**src/rtl/pc_sequencer.sv**
```systemverilog
// ---------------------------------------------------------------------------
// pc_sequencer
//
// Program-counter sequencer for a simple in-order core. A five-state FSM
// (IDLE, FETCH, EXEC, HALT, FAULT) issues instruction-fetch requests, waits
// for the fetched word, then waits for the datapath to finish the instruction
// before selecting the next pc (jump, taken branch or sequential stride).
//
// Optional feature (compile-time macro PC_ALIGN_CHECK_EN):
//   When defined, a redirect target that is not 4-byte aligned sends the FSM
//   to FAULT at the completion cycle; pc and retired are left untouched and
//   only reset leaves FAULT. When undefined, FAULT is unreachable and fault
//   is tied low.
//
// Handshakes:
//   imem_req is a level request held for the whole FETCH state; the cycle on
//   which imem_ack is sampled high at a rising edge accepts the word and ends
//   FETCH. imem_ack seen in any other state is ignored. An instruction
//   completes on the first EXEC cycle with exec_done=1 and stall=0.
//
// Parameters:
//   RESET_PC      pc value loaded on reset
//   PC_INCR       sequential fetch stride in bytes
//
// Ports:
//   clk           clock, all state changes on rising edge
//   rst           asynchronous active-low reset
//   start         begin/resume sequencing (honoured in IDLE and HALT only)
//   imem_req      fetch request, high only in FETCH
//   imem_ack      fetch completion from instruction memory
//   instr_valid   one-cycle pulse on the first cycle of each EXEC visit
//   exec_done     datapath finished the current instruction
//   stall         hazard hold, blocks completion
//   jump          unconditional redirect to jump_target
//   jump_target   jump destination
//   branch_taken  taken conditional branch to branch_target
//   branch_target branch destination
//   halt          current instruction is a halt
//   pc            current program counter
//   state         FSM encoding (IDLE=0 FETCH=1 EXEC=2 HALT=3 FAULT=4)
//   retired       number of completed instructions (wraps)
//   fault         high only while in FAULT
// ---------------------------------------------------------------------------
module pc_sequencer #(
  parameter logic [63:0] RESET_PC = 64'h0,
  parameter int unsigned PC_INCR  = 4
) (
  input  logic        clk,
  input  logic        rst,
  input  logic        start,
  output logic        imem_req,
  input  logic        imem_ack,
  output logic        instr_valid,
  input  logic        exec_done,
  input  logic        stall,
  input  logic        jump,
  input  logic [63:0] jump_target,
  input  logic        branch_taken,
  input  logic [63:0] branch_target,
  input  logic        halt,
  output logic [63:0] pc,
  output logic [2:0]  state,
  output logic [31:0] retired,
  output logic        fault
);

  typedef enum logic [2:0] {
    S_IDLE  = 3'd0,
    S_FETCH = 3'd1,
    S_EXEC  = 3'd2,
    S_HALT  = 3'd3,
    S_FAULT = 3'd4
  } state_t;

  state_t      state_q, state_d;
  logic [63:0] pc_q, pc_d;
  logic [31:0] retired_q, retired_d;
  logic        exec_first_q, exec_first_d;

  // Completion and next-pc selection. Jump has priority over branch.
  logic        complete;
  logic        redirect;
  logic [63:0] redirect_target;
  logic [63:0] seq_pc;
  logic        misaligned;

  assign complete        = (state_q == S_EXEC) && exec_done && !stall;
  assign redirect        = jump || branch_taken;
  assign redirect_target = jump ? jump_target : branch_target;
  assign seq_pc          = pc_q + 64'(PC_INCR);

`ifdef PC_ALIGN_CHECK_EN
  // Only a selected redirect target is checked; the sequential path keeps
  // whatever alignment RESET_PC and PC_INCR give it.
  assign misaligned = redirect && (redirect_target[1:0] != 2'b00);
`else
  assign misaligned = 1'b0;
`endif

  // State register
  always_ff @(posedge clk or negedge rst) begin
    if (!rst) begin
      state_q      <= S_IDLE;
      pc_q         <= RESET_PC;
      retired_q    <= 32'd0;
      exec_first_q <= 1'b0;
    end else begin
      state_q      <= state_d;
      pc_q         <= pc_d;
      retired_q    <= retired_d;
      exec_first_q <= exec_first_d;
    end
  end

  // Next-state logic
  always_comb begin
    state_d      = state_q;
    pc_d         = pc_q;
    retired_d    = retired_q;
    exec_first_d = 1'b0;

    case (state_q)
      S_IDLE: begin
        if (start) state_d = S_FETCH;
      end

      S_FETCH: begin
        if (imem_ack) begin
          state_d      = S_EXEC;
          exec_first_d = 1'b1;
        end
      end

      S_EXEC: begin
        if (complete) begin
          if (misaligned) begin
            // Faulting instruction does not retire and pc stays on it.
            state_d = S_FAULT;
          end else begin
            pc_d      = redirect ? redirect_target : seq_pc;
            retired_d = retired_q + 32'd1;
            state_d   = halt ? S_HALT : S_FETCH;
          end
        end
      end

      S_HALT: begin
        if (start) state_d = S_FETCH;
      end

      S_FAULT: begin
        state_d = S_FAULT;
      end

      default: begin
        state_d = S_IDLE;
      end
    endcase
  end

  // Outputs (all Moore / registered)
  assign imem_req    = (state_q == S_FETCH);
  // exec_first_q is only ever set on the FETCH->EXEC edge, so it marks the
  // first EXEC cycle and drops on the next one.
  assign instr_valid = exec_first_q;
  assign pc          = pc_q;
  assign state       = state_q;
  assign retired     = retired_q;

`ifdef PC_ALIGN_CHECK_EN
  assign fault = (state_q == S_FAULT);
`else
  assign fault = 1'b0;
`endif

endmodule

```
**config.mk**
```make
export PLATFORM = sky130hd
export DESIGN_NAME = pc_sequencer
export DESIGN_NICKNAME = d
export VERILOG_FILES = /design/src/rtl/pc_sequencer.sv
export SDC_FILE = /design/constraint.sdc
export NUM_CORES = 1
export LEC_CHECK = 0
export BUFFER_PORTS_ARGS = -buffer_cell sky130_fd_sc_hd__buf_4
export CELL_PAD_IN_SITES_DETAIL_PLACEMENT = 1
export CELL_PAD_IN_SITES_GLOBAL_PLACEMENT = 2
export CORE_UTILIZATION = 31
export DETAILED_ROUTE_END_ITERATION = 8
export PLACE_DENSITY = 0.87
export SLEW_MARGIN = 30
export SYNTH_ARGS = -nofsm -noshare
export SYNTH_HDL_FRONTEND = slang
export SYNTH_SLANG_ARGS = --single-unit
export TNS_END_PERCENT = 10
```
**constraint.sdc**
```tcl
create_clock -name clk -period 4.14 [get_ports clk]
set_input_delay 0.207 -clock clk [delete_from_list [all_inputs] [get_ports clk]]
set_output_delay 0.207 -clock clk [all_outputs]
set_load 0.02 [all_outputs]
```
---- After elaboration in Yosys (flattened, before gate mapping) ----
Cells that the tools add are included.
word-level totals
  register bits ........................... 100
  input port bits ......................... 137
  output and inout port bits .............. 102
  word-level logic and storage cells ...... 30
cells by class
  add/sub/neg operators ................... 2
  equal/unequal tests ..................... 7
  mux-type cells .......................... 9
  reductions and logical operators ........ 8
operators with widths
  cell                                                                   number
  64-bit 2-to-1 mux                                                      2
  64-bit by 3-bit adder with 64-bit output, second input constant        1
  32-bit by 1-bit adder with 32-bit output, second input constant        1
  3-bit case mux with 4 select lines                                     1
  3-bit 2-to-1 mux                                                       3
  3-bit by 2-bit equality test with 1-bit output, second input constant  2
  2-bit by 1-bit != test with 1-bit output, second input constant        2
  3-bit by 1-bit equality test with 1-bit output, second input constant  1
  3-bit equality test, second input constant                             1
  3-bit logical NOT                                                      1
  3-bit AND reduction                                                    1
  1-bit logical AND                                                      2
  1-bit 2-to-1 mux                                                       2
  2-bit 2-to-1 mux                                                       1
  2-bit != test, second input constant                                   1
  2-bit AND reduction                                                    1
  2-bit OR reduction                                                     1
  1-bit logical NOT                                                      1
  1-bit logical OR                                                       1

---- Logic depth before layout (Yosys ltp) ----
Gate-level depths: netlist (run 1).
  depth after elaboration ................. 5
  gate-level depth with buffers ........... 8
  mapped depth without buffers ............ 6

---- Worst setup path before layout (run 1) ----
OpenSTA, ideal clock, no wires.
  path type ............................... reg-to-reg
  start point ............................. register pc_q[30] (netlist: pc[30])
  end point ............................... register pc_q[52] (netlist: pc[52])
  library setup time ...................... 83 ps
  data arrival time ....................... 2,242 ps
  required time ........................... 4,057 ps
  path slack .............................. 1,815 ps
  cell stages (with the launch flop) ...... 7
  path buffers ............................ 1
  clock period less this slack ............ 2,325 ps
  cells stage by stage .................... dfrtp_1 buf_2 nand4_1 or4_1 or4b_1 o31a_1 o22ai_1
between the ends
  longest elaborated chain between the ends .. 2
ends and longest elaborated chain
  item                                      line  source
  start, declared                           76    logic [63:0] pc_q, pc_d;
  start signal, assigned                    109   pc_q <= pc_d;
  64-bit by 3-bit adder with 64-bit output  90    assign seq_pc = pc_q + 64'(PC_INCR);
  64-bit 2-to-1 mux                         140   pc_d = redirect ? redirect_target : seq_pc;
No other way between the ends.
A chain may end at the register's enable or synchronous reset.

---- Final worst setup path (run 1) ----
  start point ............................. register pc_q[6] (netlist: pc[6])
  end point ............................... register pc_q[39] (netlist: pc[39])
The elaborated chain is that of the path after synthesis.

==> results by group, run 1 <==
Die
  • I/O pins: 239
  • Die width: 149 um
  • Area of the die: 22200 um^2
  • Initial Utilization: 0.318
  • Die H: roughly 150 um
  • CORE AREA: 21100 um^2
  • FP Rows: 53

Worst hold path
  • Worst hold start: imem_ack
  • Worst Hold Class: input pin to register
  • End of the worst hold path: instr_valid
  • Hold path depth: 2

Setup path
  • Setup CP Type: register to register
  • Worst Path Required: 4380 ps
  • CP max FO: 15
  • Buffers and inverters on the worst path: 0
  • CP max stage cell: nor4_2
  • Reg-to-reg endpoint: pc[39]
  • Setup slack, reg-to-reg: 1230 ps
  • Worst EP arrival: 3150 ps
  • Critical path endpoint category: register
  • Max stage delay on crit path: 790 ps
  • Largest delay share family, worst path: simple AND/OR/NAND/NOR gates
  • Cell depth of the worst flop-to-flop path: 5
  • Setup crit start kind: register
  • Crit path cell chain: nand4_1, nor4_2, nand2_1, o211a_1, or3_1
  • Worst R2R Start: pc[6]

Clock tree
  • CTS H-tree depth: 3
  • Cts hold-fix bufs: 1
  • CTS tree: built
  • CTS Buf Count: 9
  • Post-CTS sizing: 0
  • Post-CTS Repair Setup Buffers: 0
  • Max Root-Sink Buffers: 2
  • Root buf cell: clkbuf_16
  • Worst skew pair latency: 360 ps
  • Reg clk slew, reported paths: about 80 ps
  • CTS sink cnt: 100

STA
  • Slew Viols, Final: 0
  • Final worst slack: about 1200 ps
  • Hold WS: 92.9 ps
  • Worst Tran Pin Value: 897 ps
  • Normalized max-slew margin: 0.397
  • Final Setup Violations: 0
  • Unrepaired setup endpoints after global routing: no
  • Hold Vio Cnt, Final: 0
  • TNS Setup: 0 ps
  • Fmax: between 300 and 400 MHz
  • Min Tclk post-route: 2910 ps
  • Period utilization: 0.704
  • Clock skew: 7.25 ps

Power and ir drop
  • Internal power: 0.00246 W
  • Static Leak: 3.80 nW
  • Switch Pwr: roughly 0.0021 W
  • Flop pwr share: 0.394
  • Clk network pwr share: 0.186
  • Pwr Density: 505 nW/um^2
  • Comb pwr share: 0.420
  • Worst vdd ir: between 0.0002 and 0.00025 V
  • Total power draw: approximately 0.0046 W
  • Sw Share: 0.464

Synth
  • Syn Inst Count: 814
  • Mapped cell area: 6710 um^2
  • Syn avg cell area: slightly above 8 um^2
  • Sequential share of the synthesized area: 0.373
  • Post-synth EDFFs: 0
  • Warnings, synthesis: 0
  • Number of synthesized register bits: 100
  • Synth Flop Type: dfrtp_1
  • Syn_nets: 953
  • Post-synthesis cell type count: 65
  • Async S/R FF share, synth: 1.00

Drt
  • Final ANT Viol Nets: 0
  • DR pass1 iterations: 5
  • DRT iter0 DRCs: 362
  • Wire per inst: 20.3 um
  • Total Wirelength: 26.3 mm
  • Routed vias/inst: 5.74
  • Drt drc: 0
  • Routed vias: ~7500

Placement
  • Hpwl dp: ~19 mm
  • Dpl ws: 1280 ps
  • PortBufs: between 200 and 250
  • Final Wtd Congestion: 0.818

Layout
  • Layout cells sized above 1: 0.284
  • Ant. Diodes: 0
  • Final nets: approximately 1200
  • Multi-input combinational cell area: 3950 um^2
  • Fill count: 2560
  • P&R area growth vs syn: 35.4%
  • Reg area: roughly 2500 um^2

Outcome
  • Outcome: complete, no violations

Flow run
  • Max-cap violations: 0

GRT
  • Total Routing Usage GR: 0.238
  • Initial antenna violation count: 0
  • Vias in the first global route: 7426
  • First-pass GRT wire length: 41.3 mm
  • Grt ovf: 0
  • Largest net degree at the start of global routing: 73
power groups by stage:
stage	Combinational [W]	Clock (W)	Sequential, W
floorplan	0.000780	0	0.00196
global route	0.00209	0.000899	0.00187
detailed placement	0.00193	0	0.00181
global placement	0.00189	0	0.00180
finish	0.00193	0.000853	0.00181
CTS	0.00193	0.000860	0.00180
layout by cell type, fill, tap and decap left out, types with 9 or more instances in the layout:
cell type | synthesis | final
or3_1 | 21 | 21
nor2_1 | 67 | 65
clkbuf_16 | 0 | 9
and3_1 | 15 | 15
dfrtp_1 | 100 | 100
o31a_1 | 9 | 9
xnor2_1 | 28 | 28
inv_1 | 18 | 18
nand4_1 | 44 | 44
o21ai_0 | 55 | 55
nand2_1 | 72 | 72
nor3_1 | 18 | 18
a22o_1 | 12 | 12
a21oi_1 | 50 | 50
a22oi_1 | 38 | 38
buf_4 | 1 | 247
or4_1 | 10 | 10
nor4_1 | 23 | 21
o2bb2ai_1 | 9 | 9
nand3_1 | 47 | 47
synthesized netlist by cell type, types with 15 or more instances:
cell type	count	area share
and3_1	15	0.014
nand3_1	47	0.035
clkbuf_1	47	0.026
nor2_1	67	0.037
nand2_1	72	0.040
dfrtp_1	100	0.37
a21oi_1	50	0.037
o21ai_0	55	0.041
or3_1	21	0.020
nor4_1	23	0.021
inv_1	18	0.010
nor3_1	18	0.013
a22oi_1	38	0.043
nand4_1	44	0.041
xnor2_1	28	0.037
flip-flops by register name (all words and copies together), names as in the netlist:
register and count:
instr_valid 1, pc 64, retired 32, state 3
kinds of logic after synthesis:
group	count (synthesis)	share of synthesized area
flip-flops	100	0.373
XOR/XNOR	31	0.0405
multiplexers	12	0.0187
AND/OR/NAND/NOR	362	0.295
AO/OA/AOI/OAI	230	0.225
other	1	0.000559
adder cells (fa/ha/maj)	2	0.00373
buffers and inverters	76	0.0438
stage by stage:
step	instance area, um^2	utilization	std cells
after floorplan	6710	-	814
after global placement	8700	0.413	1278
after detailed placement	8740	0.414	1279
after CTS	9020	0.428	1296
after global routing	9080	0.431	1298
final	9080	0.431	1298
routing by layer:
layer  GRT usage  share of wire  vias to the layer above
li1            -              -                     3508
met3      0.0495          0.062                       29
met1       0.328           0.46                     3680
met5           0              0                        -
met2       0.382           0.46                      238
met4      0.0510          0.014                        0
how the worst max path moves through the flow:
stage	start	to	slack (ps)	cells after the start
2_1_floorplan	pc[30]	pc[52]	1820	6
3_3_place_gp	pc[5]	pc[39]	1400	5
3_5_place_dp	pc[6]	pc[39]	1280	5
4_1_cts	pc[6]	pc[39]	1230	5
5_1_grt	pc[6]	pc[39]	980	5
6_report	pc[6]	pc[39]	1230	5
cell type report:
| class | count | share of cell area |
|---|---|---|
| clock buffer | 10 | 0.0252 |
| clock inverter | 6 | 0.00537 |
| inverter | 18 | 0.00744 |
| multi-input combinational | 638 | 0.435 |
| sequential | 100 | 0.276 |
| tap | 275 | 0.0379 |
| timing repair buffer | 251 | 0.214 |
No activity file was read; power rests on OpenSTA's default activity.
==> run 2: changes to the inputs <==
--- a/config.mk
+++ b/config.mk
@@ -8,9 +8,9 @@
 export BUFFER_PORTS_ARGS = -buffer_cell sky130_fd_sc_hd__buf_4
 export CELL_PAD_IN_SITES_DETAIL_PLACEMENT = 1
 export CELL_PAD_IN_SITES_GLOBAL_PLACEMENT = 2
-export CORE_UTILIZATION = 31
+export CORE_UTILIZATION = 28
 export DETAILED_ROUTE_END_ITERATION = 8
-export PLACE_DENSITY = 0.87
+export PLACE_DENSITY = 0.79
 export SLEW_MARGIN = 30
 export SYNTH_ARGS = -nofsm -noshare
 export SYNTH_HDL_FRONTEND = slang
==> constraint.sdc (replaced) <==
create_clock -name clk -period 2.94 [get_ports clk]
set_input_delay 0.147 -clock clk [delete_from_list [all_inputs] [get_ports clk]]
set_output_delay 0.147 -clock clk [all_outputs]
set_load 0.02 [all_outputs]
==> run 2 against run 1 <==
Against the previous run:
- die area is 11% higher
- total power is 43% higher
- sequential power is 39% higher
- count of clock-buffer cells in the layout is 1 lower
- first-iteration DRC count is 18% higher
- critical path type unchanged
- largest power group unchanged
==> results by group, run 2 (same netlist as run 1, synthesis figures left out) <==
Outcome
  • Outcome: complete, no violations

Clock tree
  • Root buf cell: clkbuf_16
  • Reg clk slew, reported paths: 80 ps (about the same)
  • Max Root-Sink Buffers: 2 (unchanged)
  • CTS H-tree depth: 3 (unchanged)
  • Worst skew pair latency: 360 ps (about the same)
  • CTS tree: built
  • CTS sink cnt: 100 (unchanged)
  • CTS Buf Count: 9 (unchanged)
  • Post-CTS Repair Setup Buffers: 0 (unchanged)

STA
  • Unrepaired setup endpoints after global routing: no
  • Slew Viols, Final: 0 (unchanged)
  • Period utilization: 0.882 (+0.179)
  • Normalized max-slew margin: 0.438 (+0.0410)
  • TNS Setup: 0 ps (unchanged)
  • Fmax: 385 MHz (+12%)
  • Min Tclk post-route: 2590 ps (-319 ps)
  • Worst Tran Pin Value: 836 ps (-61.8 ps)
  • Hold Vio Cnt, Final: 0 (unchanged)
  • Clock skew: 12.4 ps (+5.17 ps)
  • Final Setup Violations: 0 (unchanged)
  • Final worst slack: 346 ps (-881 ps)

Layout
  • P&R area growth vs syn: 37.9%
  • Commonest non-fill, non-tap cell in the layout: buf_4
  • Flip-flop count of the largest register after layout: 64 (unchanged)
  • Ant. Diodes: 0 (unchanged)
  • Fill count: 2820 (+10%)
  • Layout cells sized above 1: 0.296 (+0.0114)
  • Most frequent cells in the layout: buf_4, dfrtp_1, nand2_1, nor2_1, o21ai_0
  • Final Util: 0.394 (-0.0365)
  • Final nets: 1175 (+1.6%)

Setup path
  • Max stage delay on crit path: 620 ps (-170 ps)
  • Cell depth of the worst flop-to-flop path: 6 (+1)
  • Largest delay share family, worst path: simple AND/OR/NAND/NOR gates
  • CP max FO: 9 (-6)
  • Setup crit start kind: register
  • Crit path from: pc[2]
  • Crit path cell chain: ha_1, nand4_1, or2_1, or4_4, o311ai_1, nand3b_1
  • Setup slack, reg-to-reg: 350 ps (-880 ps)
  • Worst EP arrival: 2820 ps (-330 ps)
  • Buffers and inverters on the worst path: 0 (unchanged)
  • CP max stage cell: or4_4
  • Setup CP Type: register to register
  • Reg-to-reg endpoint: pc[48]
  • Worst R2R Start: pc[2]
  • Critical path endpoint category: register
  • Worst Path Required: 3170 ps (-1210 ps)

GRT
  • Largest net degree at the start of global routing: 65 (-11%)
  • Total Routing Usage GR: 0.226 (-0.0127)
  • Vias in the first global route: 7539 (+1.5%)
  • Grt ovf: 0 (unchanged)
  • Initial antenna violation count: 0 (unchanged)
  • First-pass GRT wire length: 43.0 mm (+4.1%)

Drt
  • Final ANT Viol Nets: 0 (unchanged)
  • Total Wirelength: 27.4 mm (+4.0%)
  • Routed vias: 7468 (+0.17%)
  • Met2 wire len: 12.9 mm (+6.1%)
  • Wl on met1: 12.8 mm (+5.0%)
  • Drt drc: 0 (unchanged)
  • Max layer used: met4
  • DRT iter0 DRCs: 426 (+18%)
  • DR pass1 iterations: 5 (unchanged)
  • WL met3: 1.45 mm (-11%)
  • Wire per inst: 20.1 um (-0.75%)
  • Routed vias/inst: 5.49 (-4.4%)

Die
  • Die H: 157 um (+5.1%)
  • Area of the die: 24600 um^2 (+11%)
  • FP Rows: 56 (+5.7%)
  • Die width: 157 um (+5.1%)
  • I/O pins: 239 (unchanged)
  • CORE AREA: 23500 um^2 (+11%)
  • Initial Utilization: 0.286 (-0.0323)

Worst hold path
  • Worst Hold Class: input pin to register
  • Hold path depth: 2 (unchanged)
  • Worst hold start: imem_ack
  • End of the worst hold path: instr_valid

Power and ir drop
  • Static Leak: 3.90 nW (+2.5%)
  • Total power draw: 0.00657 W (+43%)
  • Worst vdd ir: 0.000299 V (+43%)
  • Pwr Density: 710 nW/um^2 (+41%)

Placement
  • Dpl ws: 380 ps (-903 ps)
  • Hpwl dp: 20.4 mm (+5.0%)
  • PortBufs: 237 (unchanged)
  • Final Wtd Congestion: 0.843 (+3.0%)

Flow run
  • Max-cap violations: 0 (unchanged)
## run 2: worst max-delay path by stage
stage	endpoint	cells after the start
after floorplan	pc[52]	6
after global placement	pc[48]	6
after detailed placement	pc[48]	6
after CTS	pc[57]	7
after global routing	pc[57]	7
final	pc[48]	6
## run 2: power by group
group          internal [W]  switching (W)  total [W]
Sequential          0.00176       0.000760    0.00252
Combinational       0.00115        0.00165    0.00280
Clock              0.000607       0.000641    0.00125
Total               0.00352        0.00305    0.00657
## run 2: area by class of cell
type                            instances  area, um^2  area share
Clock buffer                            9         225      0.0244
Clock inverter                          7        85.1     0.00920
Inverter                               18        67.6     0.00731
Multi-Input combinational cell        638        3940       0.425
Sequential cell                       100        2500       0.271
Tap cell                              319         399      0.0432
Timing Repair Buffer                  269        2030       0.220
## run 2: stage by stage
| stage | area [um^2] | std cells | hold WS, ps |
|---|---|---|---|
| 6_report | 9250 | 1360 | 16.4 |
| 5_1_grt | 9250 | 1360 | 15.4 |
| 4_1_cts | 9250 | 1360 | 3.98 |
| 3_5_place_dp | 8930 | 1343 | 157 |
| 3_3_place_gp | 8930 | 1343 | 150 |
| 2_1_floorplan | 6710 | 814 | -149 |
## run 2: layer usage
| metal | track usage | vias to the layer above |
|---|---|---|
| met4 | 0.0401 | 0 |
| li1 | - | 3543 |
| met1 | 0.302 | 3697 |
| met5 | 0 | - |
| met2 | 0.378 | 211 |
| met3 | 0.0435 | 17 |
## run 2: what timing repair did
action                    in CTS  in global routing
resized for setup              0                  0
hold buffers                   1                  0
hold endpoints to repair      36                  0
==> run 3: changes to the inputs <==
--- a/config.mk
+++ b/config.mk
@@ -10,7 +10,7 @@
 export CELL_PAD_IN_SITES_GLOBAL_PLACEMENT = 2
 export CORE_UTILIZATION = 28
 export DETAILED_ROUTE_END_ITERATION = 8
-export PLACE_DENSITY = 0.79
+export PLACE_DENSITY_LB_ADDON = 0.1
 export SLEW_MARGIN = 30
 export SYNTH_ARGS = -nofsm -noshare
 export SYNTH_HDL_FRONTEND = slang
==> run 3 against run 2 <==
Against the previous run:
- sequential share of layout area shrank 0.16 points
- count of clock-buffer cells in the layout is the same
- non-clock buffer count grew 7
- combinational power is essentially flat
- critical endpoint is now pc[52]
- clock skew is essentially flat
- flip-flop and latch count is the same
- critical path depth is the same
==> results by group, run 3 (same netlist as run 1, synthesis figures left out) <==
Outcome
  • Outcome: complete, no violations

STA
  • Period utilization: 0.847 (-0.0355)
  • Unrepaired setup endpoints after global routing: no
  • TNS Setup: 0 ps (unchanged)
  • Hold Vio Cnt, Final: 0 (unchanged)
  • Slew Viols, Final: 0 (unchanged)
  • Worst Tran Pin Value: 765 ps (-70.9 ps)
  • Normalized max-slew margin: 0.490 (+0.0524)
  • Final worst slack: 450 ps (+104 ps)
  • Clock skew: 12.8 ps (+0.386 ps)
  • Min Tclk post-route: 2490 ps (-104 ps)
  • Final Setup Violations: 0 (unchanged)
  • Fmax: 402 MHz (+4.2%)

GRT
  • Total Routing Usage GR: 0.223 (-0.00275)
  • First-pass GRT wire length: 42.5 mm (-1.1%)
  • Most used routing layer: met2
  • Met2 usage: 0.355 (-0.0224)
  • Vias in the first global route: 7442 (-1.3%)
  • Met1 Track Usage GR: 0.312 (+0.0102)
  • Grt ovf: 0 (unchanged)
  • Met3 GRT Util: 0.0343 (-0.00914)
  • Initial antenna violation count: 0 (unchanged)
  • Largest net degree at the start of global routing: 57 (-12%)

Power and ir drop
  • Worst vdd ir: 0.000238 V (-21%)
  • Pwr Density: 701 nW/um^2 (-1.3%)
  • Static Leak: 3.94 nW (+0.92%)

Die
  • I/O pins: 239 (unchanged)
  • FP Rows: 56 (unchanged)
  • Initial Utilization: 0.286 (unchanged)
  • Die width: 157 um (unchanged)
  • Die H: 157 um (unchanged)
  • Area of the die: 24600 um^2 (unchanged)
  • CORE AREA: 23500 um^2 (unchanged)

Drt
  • DR pass1 iterations: 4 (-1)
  • Wire per inst: 19.8 um (-1.9%)
  • Routed vias/inst: 5.44 (-0.87%)
  • Final ANT Viol Nets: 0 (unchanged)
  • Total Wirelength: 27.0 mm (-1.4%)
  • DRT iter0 DRCs: 386 (-9.4%)
  • Routed vias: 7436 (-0.43%)
  • Drt drc: 0 (unchanged)

Layout
  • Reg area: 2500 um^2 (unchanged)
  • Final Util: 0.396 (+0.00229)
  • Commonest non-fill, non-tap cell in the layout: buf_4
  • Most frequent cells in the layout: buf_4, dfrtp_1, nand2_1, nor2_1, o21ai_0
  • Multi-input combinational cell area: 3940 um^2 (unchanged)
  • Finished Layout Cells: 1366 (+0.44%)
  • Flip-flop count of the largest register after layout: 64 (unchanged)
  • Layout cells sized above 1: 0.300 (+0.00404)
  • Fill count: 2821 (+0.035%)
  • Final nets: 1182 (+0.60%)
  • P&R area growth vs syn: 38.7%
  • Ant. Diodes: 0 (unchanged)
  • Design Area, Final: 9300 um^2 (+0.58%)

Clock tree
  • Root buf cell: clkbuf_16
  • Cts hold-fix bufs: 1 (unchanged)
  • CTS Buf Count: 9 (unchanged)
  • CTS tree: built
  • Max Root-Sink Buffers: 2 (unchanged)
  • Post-CTS Repair Setup Buffers: 0 (unchanged)
  • Worst skew pair latency: 360 ps (about the same)
  • CTS H-tree depth: 3 (unchanged)
  • Post-CTS sizing: 0 (unchanged)
  • CTS sink cnt: 100 (unchanged)
  • Reg clk slew, reported paths: 80 ps (about the same)

Setup path
  • Setup crit start kind: register
  • Largest delay share family, worst path: simple AND/OR/NAND/NOR gates
  • Buffers and inverters on the worst path: 0 (unchanged)
  • Critical path endpoint category: register
  • CP max stage cell: or4_1
  • Worst EP arrival: 2770 ps (-50 ps)
  • Max stage delay on crit path: 520 ps (-100 ps)
  • Crit path cell chain: ha_1, nand4_1, or4_1, or4b_1, o31a_1, o22ai_1
  • Setup CP Type: register to register
  • Worst Path Required: 3220 ps (+50 ps)
  • CP max FO: 6 (-3)

Placement
  • Placed cell area: 9010 um^2 (+0.87%)
  • Final Wtd Congestion: 0.833 (-1.2%)
  • Cell count after placement: 1350 (+0.52%)
  • Dpl ws: 451 ps (+71.0 ps)
  • PortBufs: 237 (unchanged)
  • Hpwl dp: 20.3 mm (-0.23%)

Flow run
  • Max-cap violations: 0 (unchanged)

Worst hold path
  • Worst Hold Class: input pin to register
[run 3: routing by layer]
metal | share of wire | vias to the layer above
met5 | 0 | -
li1 | - | 3562
met3 | 0.044 | 16
met4 | 0.014 | 0
met2 | 0.46 | 182
met1 | 0.48 | 3676
[run 3: area by class of cell]
type / count / share of cell area
multi-input cells: 638 / 0.423
well taps: 319 / 0.0429
clock inverters: 6 / 0.00659
flip-flops and latches: 100 / 0.269
repair buffers: 276 / 0.227
inverters: 18 / 0.00726
clock buffers: 9 / 0.0242
[run 3: worst paths after layout]
| path | start | end | slack [ps] | cells after the start |
|---|---|---|---|---|
| setup / recovery | pc[2] | pc[52] | 450 | 6 |
| hold / removal | imem_ack | instr_valid | 20 | 2 |
| setup reg to reg | pc[2] | pc[52] | 450 | 6 |
| hold reg to reg | retired[31] | retired[31] | 480 | 1 |
| max in group asynchronous | rst | pc[39] | 1830 | 3 |
| min in group asynchronous | rst | retired[9] | 350 | 2 |
[run 3: metrics by stage]
stage          total power (W)  hold WS, ps
2_1_floorplan          0.00386         -149
6_report               0.00652         24.6
3_5_place_dp           0.00537          223
5_1_grt                0.00695         21.9
4_1_cts                0.00659         10.2
3_3_place_gp           0.00535          223
[run 3: where the power goes]
| group | switching, W | internal (W) |
|---|---|---|
| Combinational | 0.00165 | 0.00117 |
| Sequential | 0.000753 | 0.00176 |
| Clock | 0.000603 | 0.000589 |
[run 3: worst reg2reg max path, cell delays in order, from the launching register on]
cell and delay, ps:
dfrtp_1 440, ha_1 310, nand4_1 220, or4_1 520, or4b_1 520, o31a_1 250, o22ai_1 150
